<file path="src/rtl/packet_filter_regs_mc_pkg.sv">
// Shared constants, FSM states and address-decode helpers for the multi-channel packet-filter register file.
package packet_filter_regs_pkg;

  localparam int CH_STRIDE = 32'h20;

  localparam logic [4:0] OFF_STATUS    = 5'h00;
  localparam logic [4:0] OFF_CONTROL   = 5'h04;
  localparam logic [4:0] OFF_INST_LOW  = 5'h08;
  localparam logic [4:0] OFF_INST_HIGH = 5'h0C;

  localparam logic [1:0] RESP_OKAY   = 2'b00;
  localparam logic [1:0] RESP_SLVERR = 2'b10;
  localparam logic [1:0] RESP_DECERR = 2'b11;

  typedef enum logic {W_IDLE, W_RESP} wr_state_t;
  typedef enum logic {R_IDLE, R_DATA} rd_state_t;

  typedef enum logic [1:0] {SEL_STATUS, SEL_CONTROL, SEL_INST_LOW, SEL_INST_HIGH} reg_sel_t;

  typedef struct packed {
    logic     hit;
    logic [2:0] ch;
    reg_sel_t sel;
  } dec_t;

  // in_win says the channel-relative address lies below NUM_CH*CH_STRIDE.
  function automatic dec_t decode_off(input logic in_win, input logic [7:0] rel);
    dec_t d;
    d.hit = in_win;
    d.ch  = rel[7:5];
    d.sel = SEL_STATUS;
    case (rel[4:0])
      OFF_STATUS:    d.sel = SEL_STATUS;
      OFF_CONTROL:   d.sel = SEL_CONTROL;
      OFF_INST_LOW:  d.sel = SEL_INST_LOW;
      OFF_INST_HIGH: d.sel = SEL_INST_HIGH;
      default:       d.hit = 1'b0;
    endcase
    return d;
  endfunction

  function automatic logic [31:0] apply_strb(input logic [31:0] old_v, input logic [31:0] new_v,
                                             input logic [3:0] strb);
    logic [31:0] r;
    r = old_v;
    for (int b = 0; b < 4; b++) begin
      if (strb[b]) r[8*b +: 8] = new_v[8*b +: 8];
    end
    return r;
  endfunction

endpackage

</file>
<file path="src/rtl/packet_filter_regs_mc_if.sv">
// AXI4-Lite bus bundle (32-bit data) between the PS interconnect and the packet-filter register file.
interface packet_filter_regs_mc_if #(parameter int AXI_ADDR_WIDTH = 32);
  logic [AXI_ADDR_WIDTH-1:0] awaddr;
  logic [2:0]                awprot;
  logic                      awvalid;
  logic                      awready;
  logic [31:0]               wdata;
  logic [3:0]                wstrb;
  logic                      wvalid;
  logic                      wready;
  logic [1:0]                bresp;
  logic                      bvalid;
  logic                      bready;
  logic [AXI_ADDR_WIDTH-1:0] araddr;
  logic [2:0]                arprot;
  logic                      arvalid;
  logic                      arready;
  logic [31:0]               rdata;
  logic [1:0]                rresp;
  logic                      rvalid;
  logic                      rready;

  modport master (
    output awaddr, awprot, awvalid, wdata, wstrb, wvalid, bready, araddr, arprot, arvalid, rready,
    input  awready, wready, bresp, bvalid, arready, rdata, rresp, rvalid
  );

  modport slave (
    input  awaddr, awprot, awvalid, wdata, wstrb, wvalid, bready, araddr, arprot, arvalid, rready,
    output awready, wready, bresp, bvalid, arready, rdata, rresp, rvalid
  );
endinterface

</file>
<file path="src/rtl/pf_chan_regs.sv">
// One filter channel: saturating clear-on-read drop counter, CONTROL, 64-bit instruction staging with valid/ready.
// PKT_FILTER_REGS_IRQ_EN adds the sticky saturation pending bit and CONTROL.irq_en.
module pf_chan_regs
  import packet_filter_regs_pkg::*;
#(
  parameter int CNT_W = 16
) (
  input  logic        clk,
  input  logic        rst,
  input  logic        drop_inc_i,
  input  logic        wr_ctrl_i,
  input  logic        wr_lo_i,
  input  logic        wr_hi_i,
  input  logic [31:0] wdata_i,
  input  logic [3:0]  wstrb_i,
  input  logic        rd_status_i,
  input  logic        inst_ready_i,
  output logic        start_o,
  output logic [63:0] inst_data_o,
  output logic        inst_valid_o,
  output logic        hi_busy_o,
  output logic [31:0] status_o,
  output logic [31:0] control_o,
  output logic [31:0] inst_low_o,
  output logic [31:0] inst_high_o
`ifdef PKT_FILTER_REGS_IRQ_EN
  , output logic      irq_req_o
`endif
);

  logic [CNT_W-1:0] cnt_q, cnt_d;
  logic             start_q;
  logic [31:0]      lo_q, hi_q, hi_new;
  logic [63:0]      data_q;
  logic             valid_q;
  logic             commit;

  // A pending instruction the core is not taking this cycle blocks the commit.
  assign hi_busy_o = valid_q & ~inst_ready_i;
  assign hi_new    = apply_strb(hi_q, wdata_i, wstrb_i);
  assign commit    = wr_hi_i & ~hi_busy_o;

  always_comb begin
    cnt_d = cnt_q;
    if (rd_status_i) begin
      cnt_d = drop_inc_i ? CNT_W'(1) : '0;
    end else if (drop_inc_i && !(&cnt_q)) begin
      cnt_d = cnt_q + CNT_W'(1);
    end
  end

  always_ff @(posedge clk or posedge rst) begin
    if (rst) begin
      cnt_q   <= '0;
      start_q <= 1'b0;
      lo_q    <= '0;
      hi_q    <= '0;
      data_q  <= '0;
      valid_q <= 1'b0;
    end else begin
      cnt_q <= cnt_d;
      if (wr_ctrl_i && wstrb_i[0]) start_q <= wdata_i[0];
      if (wr_lo_i) lo_q <= apply_strb(lo_q, wdata_i, wstrb_i);
      if (commit) begin
        hi_q    <= hi_new;
        data_q  <= {hi_new, lo_q};
        valid_q <= 1'b1;
      end else if (valid_q && inst_ready_i) begin
        valid_q <= 1'b0;
      end
    end
  end

`ifdef PKT_FILTER_REGS_IRQ_EN
  logic irq_en_q, pend_q;

  always_ff @(posedge clk or posedge rst) begin
    if (rst) begin
      irq_en_q <= 1'b0;
      pend_q   <= 1'b0;
    end else begin
      if (wr_ctrl_i && wstrb_i[0]) irq_en_q <= wdata_i[1];
      // Reaching saturation wins over a clearing STATUS read.
      if (&cnt_d)           pend_q <= 1'b1;
      else if (rd_status_i) pend_q <= 1'b0;
    end
  end

  assign irq_req_o = pend_q & irq_en_q;
  assign control_o = {30'b0, irq_en_q, start_q};
`else
  assign control_o = {31'b0, start_q};
`endif

  always_comb begin
    status_o     = 32'(cnt_q);
    status_o[31] = valid_q;
`ifdef PKT_FILTER_REGS_IRQ_EN
    status_o[30] = pend_q;
`endif
  end

  assign start_o      = start_q;
  assign inst_data_o  = data_q;
  assign inst_valid_o = valid_q;
  assign inst_low_o   = lo_q;
  assign inst_high_o  = hi_q;

endmodule

</file>
<file path="src/rtl/packet_filter_regs_mc.sv">
// AXI4-Lite register file for NUM_CH packet-filter cores: AXI write/read FSMs and address decode.
// Define PKT_FILTER_REGS_IRQ_EN to get the saturation interrupt output irq.
module packet_filter_regs_mc
  import packet_filter_regs_pkg::*;
#(
  parameter int                        AXI_ADDR_WIDTH = 32,
  parameter logic [AXI_ADDR_WIDTH-1:0] BASEADDR       = '0,
  parameter int                        NUM_CH         = 4,
  parameter int                        CNT_W          = 16
) (
  input  logic                  axi_aclk,
  input  logic                  axi_areset,
  packet_filter_regs_mc_if.slave s_axi,
  input  logic [NUM_CH-1:0]     drop_inc,
  output logic [NUM_CH-1:0]     ctrl_start,
  output logic [NUM_CH*64-1:0]  inst_data,
  output logic [NUM_CH-1:0]     inst_valid,
  input  logic [NUM_CH-1:0]     inst_ready
`ifdef PKT_FILTER_REGS_IRQ_EN
  , output logic                irq
`endif
);

  localparam logic [AXI_ADDR_WIDTH-1:0] WIN = AXI_ADDR_WIDTH'(NUM_CH * CH_STRIDE);

  wr_state_t                 wr_state_q;
  logic                      awready_q, wready_q, aw_held_q, w_held_q, bvalid_q;
  logic [AXI_ADDR_WIDTH-1:0] awaddr_q;
  logic [31:0]               wdata_q;
  logic [3:0]                wstrb_q;
  logic [1:0]                bresp_q, wr_resp;
  logic                      aw_fire, w_fire, wr_go;

  rd_state_t                 rd_state_q;
  logic                      arready_q, rvalid_q, ar_fire;
  logic [31:0]               rdata_q, rd_word;
  logic [1:0]                rresp_q;

  logic [AXI_ADDR_WIDTH-1:0] wr_rel, rd_rel;
  dec_t                      wr_dec, rd_dec;

  logic [NUM_CH-1:0]         hi_busy;
  logic [31:0]               status_w [NUM_CH];
  logic [31:0]               control_w [NUM_CH];
  logic [31:0]               low_w [NUM_CH];
  logic [31:0]               high_w [NUM_CH];

  logic unused_prot;
  assign unused_prot = ^{s_axi.awprot, s_axi.arprot};

  assign wr_rel = awaddr_q - BASEADDR;
  assign rd_rel = s_axi.araddr - BASEADDR;
  assign wr_dec = decode_off(wr_rel < WIN, wr_rel[7:0]);
  assign rd_dec = decode_off(rd_rel < WIN, rd_rel[7:0]);

  assign aw_fire = s_axi.awvalid & awready_q;
  assign w_fire  = s_axi.wvalid & wready_q;
  assign ar_fire = s_axi.arvalid & arready_q;
  assign wr_go   = (wr_state_q == W_IDLE) & aw_held_q & w_held_q;

  always_comb begin
    wr_resp = RESP_OKAY;
    if (!wr_dec.hit) begin
      wr_resp = RESP_DECERR;
    end else if (wr_dec.sel == SEL_INST_HIGH) begin
      for (int c = 0; c < NUM_CH; c++) begin
        if (wr_dec.ch == 3'(c) && hi_busy[c]) wr_resp = RESP_SLVERR;
      end
    end
  end

  always_ff @(posedge axi_aclk or posedge axi_areset) begin
    if (axi_areset) begin
      wr_state_q <= W_IDLE;
      awready_q  <= 1'b0;
      wready_q   <= 1'b0;
      aw_held_q  <= 1'b0;
      w_held_q   <= 1'b0;
      awaddr_q   <= '0;
      wdata_q    <= '0;
      wstrb_q    <= '0;
      bvalid_q   <= 1'b0;
      bresp_q    <= RESP_OKAY;
    end else begin
      case (wr_state_q)
        W_IDLE: begin
          if (aw_held_q && w_held_q) begin
            aw_held_q  <= 1'b0;
            w_held_q   <= 1'b0;
            bvalid_q   <= 1'b1;
            bresp_q    <= wr_resp;
            wr_state_q <= W_RESP;
          end else begin
            if (aw_fire) begin
              awaddr_q  <= s_axi.awaddr;
              aw_held_q <= 1'b1;
            end
            if (w_fire) begin
              wdata_q  <= s_axi.wdata;
              wstrb_q  <= s_axi.wstrb;
              w_held_q <= 1'b1;
            end
            // Each channel stays open only until its half of the write is latched.
            awready_q <= ~(aw_held_q | aw_fire);
            wready_q  <= ~(w_held_q | w_fire);
          end
        end
        W_RESP: begin
          if (s_axi.bready) begin
            bvalid_q   <= 1'b0;
            awready_q  <= 1'b1;
            wready_q   <= 1'b1;
            wr_state_q <= W_IDLE;
          end
        end
        default: wr_state_q <= W_IDLE;
      endcase
    end
  end

  always_comb begin
    rd_word = '0;
    for (int c = 0; c < NUM_CH; c++) begin
      if (rd_dec.ch == 3'(c)) begin
        case (rd_dec.sel)
          SEL_STATUS:    rd_word = status_w[c];
          SEL_CONTROL:   rd_word = control_w[c];
          SEL_INST_LOW:  rd_word = low_w[c];
          SEL_INST_HIGH: rd_word = high_w[c];
          default:       rd_word = '0;
        endcase
      end
    end
  end

  always_ff @(posedge axi_aclk or posedge axi_areset) begin
    if (axi_areset) begin
      rd_state_q <= R_IDLE;
      arready_q  <= 1'b0;
      rvalid_q   <= 1'b0;
      rdata_q    <= '0;
      rresp_q    <= RESP_OKAY;
    end else begin
      case (rd_state_q)
        R_IDLE: begin
          if (ar_fire) begin
            rdata_q    <= rd_dec.hit ? rd_word : 32'h0;
            rresp_q    <= rd_dec.hit ? RESP_OKAY : RESP_DECERR;
            rvalid_q   <= 1'b1;
            arready_q  <= 1'b0;
            rd_state_q <= R_DATA;
          end else begin
            arready_q <= 1'b1;
          end
        end
        R_DATA: begin
          if (s_axi.rready) begin
            rvalid_q   <= 1'b0;
            arready_q  <= 1'b1;
            rd_state_q <= R_IDLE;
          end
        end
        default: rd_state_q <= R_IDLE;
      endcase
    end
  end

  assign s_axi.awready = awready_q;
  assign s_axi.wready  = wready_q;
  assign s_axi.bvalid  = bvalid_q;
  assign s_axi.bresp   = bresp_q;
  assign s_axi.arready = arready_q;
  assign s_axi.rvalid  = rvalid_q;
  assign s_axi.rdata   = rdata_q;
  assign s_axi.rresp   = rresp_q;

`ifdef PKT_FILTER_REGS_IRQ_EN
  logic [NUM_CH-1:0] irq_req;
  logic              irq_q;

  always_ff @(posedge axi_aclk or posedge axi_areset) begin
    if (axi_areset) irq_q <= 1'b0;
    else            irq_q <= |irq_req;
  end

  assign irq = irq_q;
`endif

  for (genvar c = 0; c < NUM_CH; c++) begin : g_ch
    logic wr_here, rd_status;
    assign wr_here   = wr_go & wr_dec.hit & (wr_dec.ch == 3'(c));
    assign rd_status = ar_fire & rd_dec.hit & (rd_dec.ch == 3'(c)) & (rd_dec.sel == SEL_STATUS);

    pf_chan_regs #(.CNT_W(CNT_W)) u_chan (
      .clk          (axi_aclk),
      .rst          (axi_areset),
      .drop_inc_i   (drop_inc[c]),
      .wr_ctrl_i    (wr_here & (wr_dec.sel == SEL_CONTROL)),
      .wr_lo_i      (wr_here & (wr_dec.sel == SEL_INST_LOW)),
      .wr_hi_i      (wr_here & (wr_dec.sel == SEL_INST_HIGH)),
      .wdata_i      (wdata_q),
      .wstrb_i      (wstrb_q),
      .rd_status_i  (rd_status),
      .inst_ready_i (inst_ready[c]),
      .start_o      (ctrl_start[c]),
      .inst_data_o  (inst_data[64*c +: 64]),
      .inst_valid_o (inst_valid[c]),
      .hi_busy_o    (hi_busy[c]),
      .status_o     (status_w[c]),
      .control_o    (control_w[c]),
      .inst_low_o   (low_w[c]),
      .inst_high_o  (high_w[c])
`ifdef PKT_FILTER_REGS_IRQ_EN
      , .irq_req_o  (irq_req[c])
`endif
    );
  end

endmodule

</file>
<file path="src/flat_wrapper.sv">
// flat-port wrapper written by rule: the top's interface ports become plain ports
module packet_filter_regs_mc_flat import packet_filter_regs_pkg::*;
#(
  parameter int                        AXI_ADDR_WIDTH = 32,
  parameter logic [AXI_ADDR_WIDTH-1:0] BASEADDR       = '0,
  parameter int                        NUM_CH         = 4,
  parameter int                        CNT_W          = 16
)
  (axi_aclk, axi_areset, drop_inc, ctrl_start, inst_data, inst_valid, inst_ready, s_axi_awaddr, s_axi_awprot, s_axi_awvalid, s_axi_wdata, s_axi_wstrb, s_axi_wvalid, s_axi_bready, s_axi_araddr, s_axi_arprot, s_axi_arvalid, s_axi_rready, s_axi_awready, s_axi_wready, s_axi_bresp, s_axi_bvalid, s_axi_arready, s_axi_rdata, s_axi_rresp, s_axi_rvalid);
  packet_filter_regs_mc_if #(.AXI_ADDR_WIDTH(AXI_ADDR_WIDTH)) s_axi_i ();
  input  logic axi_aclk;
  input  logic axi_areset;
  input  logic [NUM_CH-1:0] drop_inc;
  output logic [NUM_CH-1:0] ctrl_start;
  output logic [NUM_CH*64-1:0] inst_data;
  output logic [NUM_CH-1:0] inst_valid;
  input  logic [NUM_CH-1:0] inst_ready;
  input wire logic [$bits(s_axi_i.awaddr)-1:0] s_axi_awaddr;
  input wire logic [$bits(s_axi_i.awprot)-1:0] s_axi_awprot;
  input wire logic [$bits(s_axi_i.awvalid)-1:0] s_axi_awvalid;
  input wire logic [$bits(s_axi_i.wdata)-1:0] s_axi_wdata;
  input wire logic [$bits(s_axi_i.wstrb)-1:0] s_axi_wstrb;
  input wire logic [$bits(s_axi_i.wvalid)-1:0] s_axi_wvalid;
  input wire logic [$bits(s_axi_i.bready)-1:0] s_axi_bready;
  input wire logic [$bits(s_axi_i.araddr)-1:0] s_axi_araddr;
  input wire logic [$bits(s_axi_i.arprot)-1:0] s_axi_arprot;
  input wire logic [$bits(s_axi_i.arvalid)-1:0] s_axi_arvalid;
  input wire logic [$bits(s_axi_i.rready)-1:0] s_axi_rready;
  output wire logic [$bits(s_axi_i.awready)-1:0] s_axi_awready;
  output wire logic [$bits(s_axi_i.wready)-1:0] s_axi_wready;
  output wire logic [$bits(s_axi_i.bresp)-1:0] s_axi_bresp;
  output wire logic [$bits(s_axi_i.bvalid)-1:0] s_axi_bvalid;
  output wire logic [$bits(s_axi_i.arready)-1:0] s_axi_arready;
  output wire logic [$bits(s_axi_i.rdata)-1:0] s_axi_rdata;
  output wire logic [$bits(s_axi_i.rresp)-1:0] s_axi_rresp;
  output wire logic [$bits(s_axi_i.rvalid)-1:0] s_axi_rvalid;
  assign s_axi_i.awaddr = s_axi_awaddr;
  assign s_axi_i.awprot = s_axi_awprot;
  assign s_axi_i.awvalid = s_axi_awvalid;
  assign s_axi_i.wdata = s_axi_wdata;
  assign s_axi_i.wstrb = s_axi_wstrb;
  assign s_axi_i.wvalid = s_axi_wvalid;
  assign s_axi_i.bready = s_axi_bready;
  assign s_axi_i.araddr = s_axi_araddr;
  assign s_axi_i.arprot = s_axi_arprot;
  assign s_axi_i.arvalid = s_axi_arvalid;
  assign s_axi_i.rready = s_axi_rready;
  assign s_axi_awready = s_axi_i.awready;
  assign s_axi_wready = s_axi_i.wready;
  assign s_axi_bresp = s_axi_i.bresp;
  assign s_axi_bvalid = s_axi_i.bvalid;
  assign s_axi_arready = s_axi_i.arready;
  assign s_axi_rdata = s_axi_i.rdata;
  assign s_axi_rresp = s_axi_i.rresp;
  assign s_axi_rvalid = s_axi_i.rvalid;
  packet_filter_regs_mc #(.AXI_ADDR_WIDTH(AXI_ADDR_WIDTH), .BASEADDR(BASEADDR), .NUM_CH(NUM_CH), .CNT_W(CNT_W)) u_core (.axi_aclk(axi_aclk), .axi_areset(axi_areset), .s_axi(s_axi_i), .drop_inc(drop_inc), .ctrl_start(ctrl_start), .inst_data(inst_data), .inst_valid(inst_valid), .inst_ready(inst_ready));
endmodule
</file>
<file path="config.mk">
export PLATFORM = sky130hd
export DESIGN_NAME = packet_filter_regs_mc_flat
export DESIGN_NICKNAME = d
export VERILOG_FILES = /design/src/rtl/packet_filter_regs_mc_pkg.sv /design/src/rtl/packet_filter_regs_mc_if.sv /design/src/rtl/pf_chan_regs.sv /design/src/rtl/packet_filter_regs_mc.sv /design/src/flat_wrapper.sv
export SDC_FILE = /design/constraint.sdc
export NUM_CORES = 1
export LEC_CHECK = 0
export CAP_MARGIN = 20
export CORE_UTILIZATION = 45
export CTS_CLUSTER_DIAMETER = 60
export DETAILED_ROUTE_END_ITERATION = 7
export PLACE_DENSITY = 0.69
export SLEW_MARGIN = 20
export SYNTH_ARGS = -nofsm -noshare
export SYNTH_HDL_FRONTEND = slang
export SYNTH_SLANG_ARGS = --single-unit
</file>
<file path="constraint.sdc">
create_clock -name axi_aclk -period 22.7 [get_ports axi_aclk]
set_clock_uncertainty 0.15 [all_clocks]
set_input_delay 3.405 -clock axi_aclk [delete_from_list [all_inputs] [get_ports axi_aclk]]
set_output_delay 3.405 -clock axi_aclk [all_outputs]
set_load 0.01 [all_outputs]
</file>
; ---- Word-level counts from Yosys, hierarchy flattened
; Cells that the tools add are included.
[totals]
input_bits = 121
out_inout_bits = 305
regBits = 697
word_cells = 281
[classes]
n_reduce_logical = 67
n_addsub = 4
magnitude_cmp = 2
n_eq_ne = 23
muxes = 80
n_bitwise = 54
[op_table]
columns = op, count
row1 = $pmux 32 s4, 4
row2 = $mux 32, 5
row3 = $mux 16, 8
row4 = $mux 8, 16
row5 = $add 16x1->16 const B, 4
row6 = $lt 32x8->1 const B, 2
row7 = $reduce_and 16->1, 4
row8 = $reduce_and 2->1, 23
row9 = $and 1x1->1, 39
row10 = $mux 1, 31
row11 = $eq 5x4->1 const B, 4
row12 = $reduce_bool 2->1, 10
row13 = $logic_and 1x1->1, 17
row14 = $mux 2, 7
row15 = $pmux 1 s2, 7
row16 = $not 1->1, 13
row17 = $eq 3x2->1 const B, 4
row18 = $pmux 2 s3, 2
row19 = $eq 5x3->1 const B, 2
row20 = $logic_not 5->1, 2
row21 = $eq 2x2->1 const B, 4
row22 = $ne 2x2->1 const B, 4
row23 = $reduce_or 4->1, 2
row24 = $eq 3x1->1 const B, 2
row25 = 7 further kinds, 14

; ---- Logic depth before layout (Yosys ltp)
[logic_depth]
ltp_word = 9
ltp_mapped = 8
depth_no_buf = 6

; ---- Cells and area by module
; From an unflattened synthesis, not the netlist that was laid out.
[unflattened]
hier_cells = 2876
area_unflattened_um2 = 29893.7
[modules_own_cells]
columns = module, instances, seq_area_each_um2, area_per_inst_um2, cells_each
row1 = pf_chan_regs at u_core.g_ch[0].u_chan ..., 3, 2852.7, 5162.5, 463
row2 = packet_filter_regs_mc, 1, 2802.7, 9212.6, 1023
row3 = pf_chan_regs at u_core.g_ch[3].u_chan, 1, 2852.7, 5193.7, 464

; ---- Worst setup path before layout
; No wires, ideal clock.
[synth_timing]
path_type = input port to flip-flop
startpoint = input s_axi_araddr[1]
endpoint = register u_core.rdata_q[25], in the netlist u_core.s_axi.rdata[25]
t_required_ns = 22.456
path_slack_ns = 17.212
setup_time_ns = 0.094
stages = 7
arrival_time_ns = 5.244
n_path_buf = 3
cell_sequence = or4b_2 -> clkbuf_1 -> nor2_1 -> buf_2 -> clkbuf_1 -> a221oi_1 -> a211oi_1
[synth_between]
elab_chain_cells = 9
elab_cells_between_ends = 21
classes_between = 1 x order compare / 6 x eq/ne / 11 x mux / 3 x reduce/logical
[synth_rtl]
columns = item, line_no
row1 = start: declaration, flat_wrapper.sv:25  ; input wire logic [$bits(s_axi_i.araddr)-1:0] s_axi_araddr;
row2 = $eq 5x4->1 / $eq 5x3->1 (equally long branches), packet_filter_regs_mc_pkg.sv:32  ; case (rel[4:0])
row3 = $pmux 2 s3, packet_filter_regs_mc_pkg.sv:32
row4 = "$eq 2x2->1, or another cell as far along", packet_filter_regs_mc.sv:125  ; case (rd_dec.sel)
row5 = $pmux 32 s4, packet_filter_regs_mc.sv:125
row6 = $mux 32 (4 in series), packet_filter_regs_mc.sv:124  ; if (rd_dec.ch == 3'(c)) begin
row7 = $mux 32 (*), packet_filter_regs_mc.sv:147  ; rdata_q <= rd_dec.hit ? rd_word : 32'h0;
row8 = end signal: assignment, packet_filter_regs_mc.sv:147
row9 = end: declaration, packet_filter_regs_mc.sv:36  ; logic [31:0] rdata_q, rd_word;
; Every way passes the cells marked *; elsewhere a longest branch is shown, timed or not.
; A chain may end at the register's enable or synchronous reset.

==> summary.md <==
| Metric | Value |
|---|---|
| Outcome | `completed` |
| Deepest clock path buffer count | `3` |
| EDFF count, synth | `0` |
| Post-synth top cells | `568 x dfrtp_1, 447 x mux2_2, 116 x nand2_1, 77 x mux2i_1, 76 x nor2_1` |
| Drt total wl | `81600 microns` |
| Final WS setup | `16.28 ns` |
| Top FF cell, synth | `dfrtp_1` |
| Endpoint class of the critical path | `asynchronous set/reset pin` |
| Relative slew slack | `21.4%` |
| Synthesized Nets | `2132` |
| Cts hold-fix bufs | `0` |
| Die area | `57800 sq um` |
| Largest area contributor in the netlist | `dfrtp_1` |
| Reg2reg end | `u_core.g_ch[3].u_chan.inst_high_o[14]` |
| Worst path required time | `23.16 ns` |
| Via Count | `18800` |
| Crit path DAT | `6.88 ns` |
| Reg clk slew, reported paths | `0.06 ns` |
| Grt ovf | `0` |
| Worst Hold Class | `reg2reg` |
| Sink Count | `568` |
| Clock insertion delay at the later pin of the skew report | `0.62 ns` |
| Worst slew pin tran | `1.17 ns` |
| Num CTS Buffers | `59` |
| Fraction of layout instances using a drive strength above 1 | `25.5%` |
| Async SR Flop Fraction | `100%` |
| Hold worst-path end | `u_core.g_ch[0].u_chan.inst_data_o[29]` |
| CTS tree | `yes` |
| Max cap viols | `0` |
| Syn Area/Cell | `12.7 sq um` |
| Post-CTS Setup Inserts | `0` |
| Multi-input combinational cell area | `10900 sq um` |
| DRC | `0` |
| Hold Fails Final Rpt | `0` |
| Post-synthesis register bit count | `568` |
| Synth Instances | `2007` |
| Period utilization | `28.3%` |
| Count of cell types in the netlist | `72` |
| Post-layout net count | `2536` |
| DRT iter0 DRCs | `1492` |
| Min Tclk post-route | `6.42 ns` |
| CP max FO | `169` |
| Router iterations before antenna repair | `6` |
| Place WS | `15.49 ns` |
| Max-slew violation count | `0` |
| Post-Layout Inst Area | `32600 sq um` |
| Static Leak | `14.7 nW` |
| Post-synth top area share | `55.6%` |
| Placed Instance Area | `30600 sq um` |
| Fraction of the yosys area taken by sequential cells | `55.6%` |
| DIE WIDTH | `240 microns` |
| Register area | `14200 sq um` |
| Setup TNS | `0 ns` |
| Flop-to-flop setup slack | `18.56 ns` |
| Worst R2R Path Depth | `6` |
| Synth area leaders | `dfrtp_1 56%, mux2_2 20%, mux2i_1 3.0%, nand2_1 1.7%, a21oi_1 1.2%` |
| Routed len/inst | `25.4 microns` |
| Routed Antenna Nets | `0` |
| Post_cts resized | `0` |
| Hold path start | `u_core.g_ch[0].u_chan.inst_data_o[29]` |
| CP Class | `in2async` |
| H-Tree Level Count | `2` |
| Pwr dens | `79.9 nW/um^2` |
| Filler cell count | `4572` |
| IO Port Bufs | `419` |
| Overall Global Routing Usage | `28.4%` |
| Initial Utilization | `45.4%` |
| RSZ-0062 raised after global routing | `false` |
| Maximum clock rate | `156 MHz` |
| Io pins | `426` |
| Core ar. | `56300 sq um` |
| Antenna diode count | `0` |
| Detail Placement HPWL | `57600 microns` |
| Worst hold stages | `1` |
| Largest net degree at the start of global routing | `170` |
| Number of global-route vias before repair | `19400` |
| Vias per cell | `5.84` |
| Reg-to-Reg Start | `u_core.awaddr_q[0]` |
| Synth warn | `0` |
| Cell row count | `87` |
| Post-synthesis cell area | `25600 sq um` |
| First-pass GRT wire length | `122000 microns` |
| Antenna violations before repair | `2` |
| Die Y-Extent | `240 microns` |
| Area Growth Syn to Fin | `27.5%` |
| Most numerous cell in the Yosys netlist | `dfrtp_1` |
| CTS root buf | `clkbuf_16` |
| Startpoint types | `input port` |
| Routability Congestion | `0.874` |
| Setup Viol. Count Final | `0` |
| Peak VDD IR | `0.0000714 V` |
| Pwr Total | `2.61 mW` |
==> cell usage in the layout (no fill, tap or decap), types with 15 or more instances in the layout <==
cell             instances
dfrtp_1                568
mux2_2                 447
clkdlybuf4s50_1        417
nand2_1                116
mux2i_1                 77
nor2_1                  75
a21oi_1                 61
clkbuf_16               61
o21ai_0                 59
nand3_1                 55
nand4_1                 45
buf_4                   32
nor3_1                  26
nor4_1                  23
xnor2_1                 23
xor2_1                  23
a211oi_1                18
a221oi_1                17
a22o_1                  17
mux2_1                  16
clkbuf_8                15
==> how the worst max path moves through the flow <==
stage | start | end | slack, ns | cells after the start
after floorplan | axi_areset | u_core.aw_held_q | 3.26 | 1
after global placement | axi_areset | u_core.g_ch[3].u_chan.inst_high_o[12] | 15.54 | 5
after detailed placement | axi_areset | u_core.g_ch[1].u_chan.inst_high_o[13] | 15.49 | 5
after CTS | axi_areset | u_core.g_ch[3].u_chan.inst_high_o[9] | 16.14 | 5
after global routing | axi_areset | u_core.g_ch[3].u_chan.cnt_q[8] | 15.72 | 5
final | axi_areset | u_core.g_ch[3].u_chan.inst_data_o[10] | 16.28 | 5
==> flip-flops by register name (all words and copies together), names as in the netlist, 2 cells and up <==
register / flops
u_core.g_ch.u_chan.inst_data_o: 128
u_core.g_ch.u_chan.inst_high_o: 128
u_core.g_ch.u_chan.inst_low_o: 128
u_core.g_ch.u_chan.cnt_q: 64
u_core.awaddr_q: 32
u_core.s_axi.rdata: 32
u_core.wdata_q: 32
u_core.g_ch.u_chan.inst_valid_o: 4
u_core.g_ch.u_chan.start_o: 4
u_core.wstrb_q: 4
u_core.s_axi.bresp: 2
==> metrics by stage <==
step	hold slack, ns	cells	util, %
finish	0.340	3214	57.9
global route	0.365	3214	57.9
CTS	0.344	3214	57.9
detailed placement	0.327	3106	54.3
global placement	0.319	3106	54.3
floorplan	0.323	2007	-
==> per-layer routing <==
| layer | track usage, % | vias up | wire length [microns] |
|---|---|---|---|
| li1 | - | 8241 | - |
| met3 | 6.67 | 145 | 6130 |
| met2 | 47.4 | 694 | 39900 |
| met5 | 0 | - | 13 |
| met4 | 9.17 | 2 | 2390 |
| met1 | 36.4 | 9686 | 33200 |
==> power by group <==
part,switching [mW],internal [mW],leakage [nW],total (mW)
Combinational,0.157,0.151,6.05,0.309
Sequential,0.177,1.10,7.70,1.28
Clock,0.408,0.607,0.996,1.01
Total,0.742,1.86,14.7,2.61
==> final cells by class <==
type / count / share of cell area [%]
timing repair buffer: 452 / 13.7
inverter: 13 / 0.173
clock inverter: 19 / 0.806
sequential: 568 / 43.6
clock buffer: 89 / 5.46
tap: 756 / 2.90
multi-input combinational: 1317 / 33.4
==> critical path: stages <==
cell and delay, ns:
clkdlybuf4s50_1 0.49, inv_8 0.51, buf_4 0.69, buf_12 0.60, buf_4 0.83
==> cell families after synthesis <==
logic type | Yosys count | share of synthesized area (%)
adders and majority gates | 4 | 0.196
AOI/OAI and AO/OA | 270 | 7.15
and+or+nand+nor | 455 | 9.78
xor gates and xnor gates | 46 | 1.58
DFF | 568 | 55.6
muxes | 542 | 23.6
buffers and inverters | 122 | 2.14
Power figures use the tool's default switching activity.
